## config.mk

```make
export PLATFORM = sky130hd
export DESIGN_NAME = runner_motion_ctrl
export DESIGN_NICKNAME = d
export VERILOG_FILES = /design/src/rtl/runner_motion_ctrl.sv
export SDC_FILE = /design/constraint.sdc
export NUM_CORES = 1
export LEC_CHECK = 0
export CAP_MARGIN = 40
export CORE_ASPECT_RATIO = 1.75
export CORE_UTILIZATION = 40
export DETAILED_ROUTE_END_ITERATION = 10
export PLACE_DENSITY = 0.68
export SYNTH_ARGS = -nofsm -noshare
export SYNTH_HDL_FRONTEND = slang
export SYNTH_SLANG_ARGS = --single-unit
```

## constraint.sdc

```tcl
create_clock -name clk -period 7.4 [get_ports clk]
set_input_delay 1.11 -clock clk [delete_from_list [all_inputs] [get_ports clk]]
set_output_delay 1.11 -clock clk [all_outputs]
set_load 0.03 [all_outputs]
```

## src/rtl/runner_motion_ctrl.sv

```systemverilog
// -----------------------------------------------------------------------------
// runner_motion_ctrl
//
// Player-motion controller for the runner game. Turns jump requests into a
// velocity/gravity trajectory. It also handles ground contact, walking off
// cliffs, multi-jump and falling out of the playfield, and it drives the
// run/jump/dead sprite animation.
//
// Ports:
//   clk          in   clock
//   reset        in   synchronous, active-high reset
//   jump_btn     in   jump button level
//   jump_key     in   keyboard space-bar level (already decoded)
//   on_ground    in   terrain exists under the player (0 = cliff)
//   game_over    in   global freeze of all motion and timers
//   pos_x        out  [9:0]  constant horizontal position X0
//   pos_y        out  [9:0]  top of sprite, screen rows
//   vel          out  [7:0]  signed velocity, positive = up
//   airborne     out         state is RISE or FALL
//   land_pulse   out         one-cycle pulse on landing
//   fell_pulse   out         one-cycle pulse on entering DEAD
//   sprite_row   out  [2:0]  sprite-sheet row
//   sprite_col   out  [2:0]  sprite-sheet column
//   sprite_word  out  [31:0] {SPRITE_ID, 1'b0, pos_x, pos_y, row, col}
//   sprite_addr  out  [2:0]  sprite-table address (constant 0)
// -----------------------------------------------------------------------------
module runner_motion_ctrl #(
    parameter int         X0         = 80,
    parameter int         GROUND_Y   = 400,
    parameter int         MIN_Y      = 32,
    parameter int         FLOOR_Y    = 480,
    parameter int         TICK_DIV   = 250000,
    parameter int         V0         = 4,
    parameter int         VMAX       = 4,
    parameter int         G_DIV      = 2,
    parameter int         MAX_JUMPS  = 2,
    parameter int         COOLDOWN   = 500000,
    parameter int         NUM_FRAMES = 5,
    parameter int         FRAME_DIV  = 200000,
    parameter logic [4:0] SPRITE_ID  = 5'b10000
) (
    input  logic              clk,
    input  logic              reset,
    input  logic              jump_btn,
    input  logic              jump_key,
    input  logic              on_ground,
    input  logic              game_over,
    output logic [9:0]        pos_x,
    output logic [9:0]        pos_y,
    output logic signed [7:0] vel,
    output logic              airborne,
    output logic              land_pulse,
    output logic              fell_pulse,
    output logic [2:0]        sprite_row,
    output logic [2:0]        sprite_col,
    output logic [31:0]       sprite_word,
    output logic [2:0]        sprite_addr
);

    // Motion states
    localparam logic [1:0] ST_GROUND = 2'd0;
    localparam logic [1:0] ST_RISE   = 2'd1;
    localparam logic [1:0] ST_FALL   = 2'd2;
    localparam logic [1:0] ST_DEAD   = 2'd3;

    // Counter widths (never below 1 bit)
    localparam int TW = (TICK_DIV  > 1) ? $clog2(TICK_DIV)      : 1;
    localparam int GW = (G_DIV     > 1) ? $clog2(G_DIV)         : 1;
    localparam int FW = (FRAME_DIV > 1) ? $clog2(FRAME_DIV)     : 1;
    localparam int CW = (COOLDOWN  > 0) ? $clog2(COOLDOWN + 1)  : 1;
    localparam int JW = (MAX_JUMPS > 0) ? $clog2(MAX_JUMPS + 1) : 1;

    localparam logic [TW-1:0] TICK_LAST  = TW'(TICK_DIV - 1);
    localparam logic [GW-1:0] GRAV_LAST  = GW'(G_DIV - 1);
    localparam logic [FW-1:0] FRAME_LAST = FW'(FRAME_DIV - 1);
    localparam logic [CW-1:0] COOL_INIT  = CW'(COOLDOWN);
    localparam logic [JW-1:0] JUMP_MAX   = JW'(MAX_JUMPS);
    localparam logic [2:0]    IDX_LAST   = 3'(NUM_FRAMES - 1);

    localparam logic [9:0]        GROUND_P = 10'(GROUND_Y);
    localparam logic [9:0]        MIN_P    = 10'(MIN_Y);
    localparam logic [9:0]        FLOOR_P  = 10'(FLOOR_Y);
    localparam logic signed [10:0] GROUND_S = 11'(GROUND_Y);
    localparam logic signed [10:0] MIN_S    = 11'(MIN_Y);
    localparam logic signed [10:0] FLOOR_S  = 11'(FLOOR_Y);
    localparam logic signed [7:0]  V0_S     = 8'(V0);
    localparam logic signed [7:0]  VEL_MIN  = 8'(-VMAX);

    // Registered state
    logic [1:0]    state;
    logic          req_r;
    logic          req_q;
    logic [JW-1:0] jumps_used;
    logic [CW-1:0] cooldown;
    logic [TW-1:0] tick_cnt;
    logic [GW-1:0] grav_cnt;
    logic [FW-1:0] frame_cnt;
    logic [2:0]    frame_idx;

    // Next-state values
    logic [1:0]        state_n;
    logic [9:0]        pos_n;
    logic signed [7:0] vel_n;
    logic [JW-1:0]     jumps_n;
    logic [CW-1:0]     cool_n;
    logic [TW-1:0]     tick_n;
    logic [GW-1:0]     grav_n;
    logic [FW-1:0]     fcnt_n;
    logic [2:0]        fidx_n;
    logic              land_n;
    logic              fell_n;
    logic [2:0]        row_n;
    logic [2:0]        col_n;
    logic              airborne_n;

    // Working values
    logic              req;
    logic              req_edge;
    logic              phys_tick;
    logic              accept;
    logic signed [10:0] y_next;
    logic signed [7:0]  vel_base;
    logic signed [7:0]  vel_grav;

    assign req       = jump_btn | jump_key;
    // The request is registered first, so the edge is one cycle behind the
    // input and the accept lands on the following clock edge.
    assign req_edge  = req_r & ~req_q;
    assign phys_tick = (tick_cnt == TICK_LAST);
    assign accept    = req_edge && !game_over && (state != ST_DEAD) &&
                       (jumps_used < JUMP_MAX) && (cooldown == '0);

    // Motion, timers and animation
    always_comb begin
        state_n  = state;
        pos_n    = pos_y;
        vel_n    = vel;
        jumps_n  = jumps_used;
        cool_n   = cooldown;
        tick_n   = tick_cnt;
        grav_n   = grav_cnt;
        fcnt_n   = frame_cnt;
        fidx_n   = frame_idx;
        land_n   = 1'b0;
        fell_n   = 1'b0;
        y_next   = $signed({1'b0, pos_y}) - $signed({{3{vel[7]}}, vel});
        vel_base = vel;
        vel_grav = vel;

        if (!game_over) begin
            tick_n = phys_tick ? '0 : tick_cnt + TW'(1);
            if (cooldown != '0) begin
                cool_n = cooldown - CW'(1);
            end

            // Run animation advances only while standing on the ground
            if (state == ST_GROUND) begin
                if (frame_cnt == FRAME_LAST) begin
                    fcnt_n = '0;
                    fidx_n = (frame_idx == IDX_LAST) ? 3'd0 : frame_idx + 3'd1;
                end else begin
                    fcnt_n = frame_cnt + FW'(1);
                end
            end

            if (accept) begin
                // A jump that coincides with a tick skips that tick's motion
                vel_n   = V0_S;
                state_n = ST_RISE;
                jumps_n = jumps_used + JW'(1);
                cool_n  = COOL_INIT;
                grav_n  = '0;
            end else if (phys_tick) begin
                case (state)
                    ST_GROUND: begin
                        if (!on_ground) begin
                            state_n = ST_FALL;
                            vel_n   = '0;
                            grav_n  = '0;
                        end
                    end
                    ST_RISE, ST_FALL: begin
                        if (state == ST_FALL && on_ground && pos_y <= GROUND_P &&
                            y_next >= GROUND_S) begin
                            pos_n   = GROUND_P;
                            vel_n   = '0;
                            jumps_n = '0;
                            state_n = ST_GROUND;
                            land_n  = 1'b1;
                        end else if (state == ST_FALL && !on_ground &&
                                     y_next >= FLOOR_S) begin
                            pos_n   = FLOOR_P;
                            vel_n   = '0;
                            state_n = ST_DEAD;
                            fell_n  = 1'b1;
                        end else begin
                            // Ceiling hit zeroes velocity before gravity acts
                            if (y_next < MIN_S) begin
                                pos_n    = MIN_P;
                                vel_base = '0;
                            end else begin
                                pos_n = y_next[9:0];
                            end
                            if (grav_cnt == GRAV_LAST) begin
                                grav_n   = '0;
                                vel_grav = (vel_base > VEL_MIN) ? vel_base - 8'sd1 : VEL_MIN;
                            end else begin
                                grav_n   = grav_cnt + GW'(1);
                                vel_grav = vel_base;
                            end
                            vel_n = vel_grav;
                            if (vel_grav <= 8'sd0) begin
                                state_n = ST_FALL;
                            end
                        end
                    end
                    default: ;
                endcase
            end
        end
    end

    // Sprite cell follows the state being entered so it never lags motion
    always_comb begin
        row_n      = '0;
        col_n      = '0;
        airborne_n = (state_n == ST_RISE) || (state_n == ST_FALL);
        if (!game_over) begin
            case (state_n)
                ST_GROUND: col_n = fidx_n;
                ST_RISE:   row_n = 3'd1;
                ST_FALL: begin
                    row_n = 3'd1;
                    col_n = 3'd1;
                end
                default: begin
                    row_n = 3'd1;
                    col_n = 3'd2;
                end
            endcase
        end
    end

    always_ff @(posedge clk) begin
        if (reset) begin
            state      <= ST_GROUND;
            req_r      <= 1'b0;
            req_q      <= 1'b0;
            pos_y      <= GROUND_P;
            vel        <= '0;
            jumps_used <= '0;
            cooldown   <= '0;
            tick_cnt   <= '0;
            grav_cnt   <= '0;
            frame_cnt  <= '0;
            frame_idx  <= '0;
            airborne   <= 1'b0;
            land_pulse <= 1'b0;
            fell_pulse <= 1'b0;
            sprite_row <= '0;
            sprite_col <= '0;
        end else begin
            state      <= state_n;
            req_r      <= req;
            req_q      <= req_r;
            pos_y      <= pos_n;
            vel        <= vel_n;
            jumps_used <= jumps_n;
            cooldown   <= cool_n;
            tick_cnt   <= tick_n;
            grav_cnt   <= grav_n;
            frame_cnt  <= fcnt_n;
            frame_idx  <= fidx_n;
            airborne   <= airborne_n;
            land_pulse <= land_n;
            fell_pulse <= fell_n;
            sprite_row <= row_n;
            sprite_col <= col_n;
        end
    end

    assign pos_x       = 10'(X0);
    assign sprite_addr = '0;
    assign sprite_word = {SPRITE_ID, 1'b0, pos_x, pos_y, sprite_row, sprite_col};

endmodule

```

==> summary.md, run 1 <==
| Metric | Value |
|---|---|
| Max IR drop VDD | 0.113 mV |
| Hold path start | cooldown[11]$_SDFFE_PP0P_ |
| H-Tree Depth | 3 |
| Synthesized cell area | roughly 5300 um2 |
| CTS resizes | 0 |
| Final critical-path share of the clock period | 0.773 |
| Max_cap viols | 0 |
| Setup TNS | 0 ps |
| Setup crit start | vel[0]$_SDFFE_PP0P_ |
| F_max | between 0.15 and 0.2 GHz |
| Drt pass-1 iters | 4 |
| Syn-to-layout area delta | 11.8% |
| Largest net degree at the start of global routing | 48 |
| Setup Buffers After CTS | 0 |
| Max_slew headroom | 0.538 |
| Share of the synthesized area in the top cell type | 0.342 |
| Synth area leader | dfxtp_1 |
| Reg2reg start | vel[0]$_SDFFE_PP0P_ |
| Via count | ~4,500 |
| First-pass GRT wire length | approximately 20,000 um |
| Fin nets | between 600 and 700 |
| CTS Buf Count | 9 |
| Worst-Margin Slew | 692 ps |
| Share of flip-flops with an asynchronous set or reset | 0 |
| Filler cell count | roughly 1,300 |
| Crit Path Category | reg -> reg |
| Cell Pwr Density | approximately 220 nW/um2 |
| Congestion Overflow GR | 0 |
| # diodes | 0 |
| Clock sink total | 90 |
| Row count | 55 |
| Synth top area cells | dfxtp_1, nor2_1, buf_4 |
| CTS max path bufs | 2 |
| Final hold viol count | 0 |
| Die width | slightly below 90 um |
| Detailed-route DRC error count | 0 |
| LEAKAGE | 2.17 nW |
| Clk_lat worst skew | about 340 ps |
| Fin cells | 840 |
| Clock slew at reported path FFs | 70 ps |
| Nature of the critical path startpoint | register |
| Mapped Cells | roughly 650 |
| Crit-path max FO | 12 |
| Full die area | approximately 14,000 um2 |
| Synth warn | 0 |
| CTS tree | yes |
| CTS root buf | clkbuf_16 |
| Arrival @ worst endpoint | 5980 ps |
| Tmin final | between 5000 and 6000 ps |
| Setup-failing EPs final | 0 |
| # port buffers | 44 |
| Gp weighted congestion | about 0.93 |
| Initial Util | 0.409 |
| CP Capture Type | register |
| Pins Over Slew Limit | 0 |
| Initial antenna violation count | 0 |
| Hold crit path type | reg -> reg |
| Mean Syn Cell Area | 8.16 um2 |
| Wire length per cell | between 10 and 15 um |
| IO Count | roughly 80 |
| Placed cells | slightly above 800 |
| Layout cells sized above 1 | 0.0583 |
| Aggregate routed wire length | about 12,000 um |
| Vias in the first global route | roughly 4,500 |
| Hold_buf cts | 0 |
| Global Route Usage Sum | 0.192 |
| Top FF cell, synth | dfxtp_1 |
| Core area | around 13,000 um2 |
| Status | finished clean |
| Final Power | about 1.3 mW |
| Seq/Total Area, Yosys | 0.342 |
| DRT iter0 DRCs | around 140 |
| Distinct cells, synth | a little over 70 |
| FF+latch count, synth | 90 |
| Layout Skew | approximately 8.7 ps |
| Vias/cell | 5.32 |
| Routed Antenna Nets | 0 |
| HPWL after DPL | approximately 9200 um |
| Die Span Y | between 150 and 200 um |
| EDFF count, synth | 0 |
| WP data required | 7660 ps |
| RSZ-0062 raised after global routing | false |
==> placed cells by master, fill, tap and decap left out, drive strengths merged, types with 3 or more instances in the layout <==
master,count
nor2,99
dfxtp,90
nand2,48
clkdlybuf4s50,43
conb,33
a21oi,33
nand3,30
inv,29
xnor2,28
xor2,24
ha,21
o21ai,17
nor3,13
and3,12
nand4,11
or3,10
nor4,10
clkbuf,10
a31oi,9
nor2b,8
or2,7
a22oi,6
a211oi,5
nand2b,4
o21a,4
o31ai,4
and2,3
nor3b,3
and4,3
a211o,3
a2bb2oi,3
a311oi,3
buf,3
==> flip-flops by register name, summed over array words and instances (netlist names), 2 cells and up <==
register,flops
cooldown,19
state,2
sprite_col,3
frame_cnt,18
frame_idx,3
pos_y,10
jumps_used,2
vel,8
tick_cnt,18
==> synth_stat cells, types with 3 or more instances <==
cell / count
a22oi_1: 6
a211o_1: 3
nand3_1: 30
a211oi_1: 4
and2_1: 3
nor3b_1: 3
or2_2: 7
nand2_1: 48
xnor2_1: 27
nor2_1: 99
buf_4: 47
a31oi_1: 9
and3_1: 12
buf_2: 3
dfxtp_1: 90
nand4_1: 11
nand2b_1: 4
nor4_1: 10
or3_1: 10
and4_1: 3
ha_1: 21
o21a_1: 4
nor3_1: 13
nor2b_1: 8
xor2_1: 24
inv_1: 26
o31ai_1: 3
clkbuf_1: 16
o21ai_0: 15
a21oi_1: 32
==> logic make-up (layout without fill, tap and decap cells) <==
kind of cell / Yosys count / count (layout) / synth area share
AOI/OAI and AO/OA: 111 / 111 / 0.156
xor gates and xnor gates: 52 / 52 / 0.0879
adders and majority gates: 22 / 22 / 0.0537
buffers and inverters: 96 / 88 / 0.105
DFF: 90 / 90 / 0.342
muxes: 2 / 2 / 0.00380
other: 2 / 33 / 0.00143
and+or+nand+nor: 271 / 271 / 0.250
==> layer usage <==
metal  GRT usage  wire [um]
met1       0.195       4780
met2       0.352       6470
met3      0.0274        332
met4       0.124        724
met5           0          0
==> report_power, final <==
part	internal [mW]	switching [mW]	leakage, nW
Clock	0.244	0.207	0.143
Sequential	0.529	0.0413	0.729
Combinational	0.118	0.172	1.29
==> area by class of cell <==
cell class	count	area, um2	share of cell area
clock buffer	10	239	0.0406
clock inverter	6	58.8	0.00999
inverter	26	97.6	0.0166
multi-input combinational	491	3030	0.514
sequential	90	1800	0.306
tap	171	214	0.0363
timing repair buffer	46	450	0.0765
==> critical path, stage by stage (launching register included) <==
cell and delay (ps):
dfxtp_1 430, ha_1 210, inv_1 60, fa_1 400
a21o_1 220, a221oi_4 300, o221a_4 280, xnor2_1 130
a41oi_2 550, nand2_1 200, ha_1 290, or3_1 360
and3_1 230, a31oi_1 170, nand2_1 80, a22o_1 270
nand4bb_1 270, a41oi_2 330, ha_1 260, or3b_1 380
a211oi_2 220
==> metrics by stage <==
step	area [um2]	util	worst slack, ps	hold slack [ps]
floorplan	5390	-	2320	437
global placement	5590	0.435	1890	445
detailed placement	5590	0.435	1780	457
CTS	5890	0.458	1750	466
global route	5890	0.458	1270	490
finish	5890	0.458	1680	465
==> worst paths after layout <==
| check | to | cells after the start | slack [ps] |
|---|---|---|---|
| worst min register to register | cooldown[11]$_SDFFE_PP0P_ | 2 | 470 |
| worst max register to register | sprite_col[0]$_SDFF_PP0_ | 20 | 1680 |
| worst max-delay path | sprite_col[0]$_SDFF_PP0_ | 20 | 1680 |
| worst min-delay path | cooldown[11]$_SDFFE_PP0P_ | 2 | 470 |
(Power assumes the default switching activity.)
==> run 2: changes to the inputs <==
==> constraint.sdc (replaced) <==
create_clock -name clk -period 5.4 [get_ports clk]
set_input_delay 0.81 -clock clk [delete_from_list [all_inputs] [get_ports clk]]
set_output_delay 0.81 -clock clk [all_outputs]
set_load 0.03 [all_outputs]
==> run 2 against run 1 <==
Effect of this change: global-route usage is 0.20 points lower; wire length is 0.37% higher; sequential cell count stayed put; sequential share of layout area is 0.50 points lower; final cell count is 0.95% higher; sequential power is 37% higher; critical path depth is 1 higher; count of clock-buffer cells in the layout is 1 lower; critical path type unchanged; hold slack worse by 5.3 ps; largest power group unchanged; highest routed layer unchanged; cell area is 1.7% higher; first-iteration DRC count is 1.4% higher; fmax is 12% higher.
==> summary.md, run 2 (synthesis results as in run 1) <==
| Metric | Value |
|---|---|
| Status | finished clean |
| Cell Pwr Density | 301 nW/um2 (+35%) |
| Arrival @ worst endpoint | 5360 ps (-620 ps) |
| Gp weighted congestion | 0.969 (+4.1%) |
| CTS root buf | clkbuf_16 |
| Hold_buf cts | 0 (unchanged) |
| Max_slew headroom | 0.425 (-0.113) |
| Int Power | 1.22 mW (+37%) |
| Wire length per cell | 14.6 um (-0.58%) |
| Syn-to-layout area delta | 13.7% |
| Most frequent cells in the layout | nor2_1, dfxtp_1, nand2_1 |
| Hold Slack | 460 ps (-5.30 ps) |
| Largest registers | cooldown x19, frame_cnt x18, tick_cnt x18 |
| Commonest non-fill, non-tap cell in the layout | nor2_1 |
| Hold crit path type | reg -> reg |
| H-Tree Depth | 3 (unchanged) |
| CP Capture Type | register |
| Worst-Margin Slew | 852 ps (+160 ps) |
| Tmin final | 5090 ps (-624 ps) |
| Clock share of power | 0.341 (-0.003) |
| Via count | 4,501 (+0.78%) |
| Detailed-route DRC error count | 0 (unchanged) |
| Setup-failing EPs final | 0 (unchanged) |
| Pins Over Slew Limit | 0 (unchanged) |
| CTS tree | yes |
| Vias in the first global route | 4,488 (+0.25%) |
| Die width | 88.8 um (unchanged) |
| Vias/cell | 5.31 (-0.17%) |
| Aggregate routed wire length | 12,400 um (+0.37%) |
| Setup Buffers After CTS | 0 (unchanged) |
| HPWL after DPL | 9400 um (+1.9%) |
| Critical path's top delay family | compound AO/OA/AOI/OAI gates |
| First-pass GRT wire length | 20,600 um (+0.10%) |
| Clock slew at reported path FFs | 70 ps (about the same) |
| Met1 Usage GRT | 0.195 (+0.000604) |
| Bufs and invs on worst path | 2 (+1) |
| Layout Skew | 9.91 ps (+1.18 ps) |
| Met2 GRT Util | 0.353 (+0.00147) |
| Core area | 12,900 um2 (unchanged) |
| LEAKAGE | 2.21 nW (+2.2%) |
| IO Count | 78 (unchanged) |
| Crit-path max FO | 5 (-7) |
| WP data required | 5660 ps (-2000 ps) |
| DRT iter0 DRCs | 141 (+1.4%) |
| Congestion Overflow GR | 0 (unchanged) |
| Switch share | 0.326 (+0.00576) |
| Met3 usage | 0.0284 (+0.00107) |
| Final critical-path share of the clock period | 0.943 (+0.171) |
| Layout cells sized above 1 | 0.0739 (+0.0156) |
| CTS Buf Count | 9 (unchanged) |
| Clk_lat worst skew | 340 ps (about the same) |
| Switching pwr | 0.589 mW (+40%) |
| Routed Antenna Nets | 0 (unchanged) |
| Share of power burned in combinational logic | 0.226 (+0.005) |
| F_max | 0.196 GHz (+12%) |
| Full die area | 13,700 um2 (unchanged) |
| Row count | 55 (unchanged) |
| Seq pwr share | 0.432 (-0.003) |
| # diodes | 0 (unchanged) |
| Drt pass-1 iters | 4 (unchanged) |
| Crit path largest cell delay | 390 ps (-160 ps) |
| Initial antenna violation count | 0 (unchanged) |
| Setup TNS | 0 ps (unchanged) |
| # port buffers | 44 (unchanged) |
| Largest net degree at the start of global routing | 46 (-4.2%) |
| Final hold viol count | 0 (unchanged) |
| Clock sink total | 90 (unchanged) |
| Die Span Y | 154 um (unchanged) |
| Fin nets | 700 (+1.2%) |
| Max_cap viols | 0 (unchanged) |
| Crit Path Category | reg -> reg |
| Placed cells | 832 (+0.97%) |
| Fin cells | 848 (+0.95%) |
| Final Power | 1.81 mW (+38%) |
| Slowest CP cell | fa_1 |
| CTS resizes | 0 (unchanged) |
| Global Route Usage Sum | 0.190 (-0.00199) |
| Max IR drop VDD | 0.232 mV (+110%) |
| Filler cell count | 1,266 (-0.86%) |
| CTS max path bufs | 2 (unchanged) |
| Max reg flops | 19 (unchanged) |
| Initial Util | 0.409 (unchanged) |
| Reg with most FFs | cooldown |
| Nature of the critical path startpoint | register |
| GR peak layer | met2 |
| Worst path cell trace | inv_1 > ha_1 > inv_1 > fa_1 > a21o_1 > a221oi_4 > o221a_4 > xnor2_1 > a41oi_2 > nand2_1 > ha_1 > or3_1 > and3_1 > a31oi_1 > nand2_1 > a22o_1 > nand4bb_4 > a41oi_4 > ha_2 > or3b_1 > a211oi_2 |
run 2: routing by layer:
| metal | wire (um) | part of all wire |
|---|---|---|
| met5 | 0 | 0 |
| met4 | 488 | 0.039 |
| met3 | 330 | 0.027 |
| met2 | 6730 | 0.54 |
| met1 | 4810 | 0.39 |
run 2: final timing paths:
kind | startpoint | end | slack [ps] | cells after the start
setup / recovery | pos_y[0]$_SDFFE_PP0P_ | sprite_col[0]$_SDFF_PP0_ | 310 | 21
hold / removal | cooldown[11]$_SDFFE_PP0P_ | cooldown[11]$_SDFFE_PP0P_ | 460 | 2
hold reg to reg | cooldown[11]$_SDFFE_PP0P_ | cooldown[11]$_SDFFE_PP0P_ | 460 | 2
setup reg to reg | pos_y[0]$_SDFFE_PP0P_ | sprite_col[0]$_SDFF_PP0_ | 310 | 21
run 2: power by group through the flow:
stage                     clock network [mW]  registers [mW]  logic (mW)
final                                  0.616           0.780       0.409
after global routing                   0.654           0.790       0.459
after CTS                              0.632           0.780       0.407
after detailed placement                   0           0.794       0.406
after global placement                     0           0.788       0.386
after floorplan                            0           0.784       0.348
run 2: per-stage QoR:
step,area [um2],util,worst slack (ps)
final,5990,0.466,305
after global routing,5990,0.466,-2.84
after CTS,5960,0.463,176
after detailed placement,5660,0.440,204
after global placement,5640,0.439,315
after floorplan,5390,-,321
run 2: cell type report:
class | count | area (um2) | share of cell area
repair buffers | 54 | 523 | 0.0873
inverters | 26 | 97.6 | 0.0163
multi-input cells | 491 | 3060 | 0.510
clock buffers | 9 | 225 | 0.0376
flip-flops and latches | 90 | 1800 | 0.301
clock inverters | 7 | 70.1 | 0.0117
well taps | 171 | 214 | 0.0357
run 2: worst min-delay path: stages (launching register included):
cell and delay [ps]:
dfxtp_1 310, nand2_1 50, a21oi_1 50
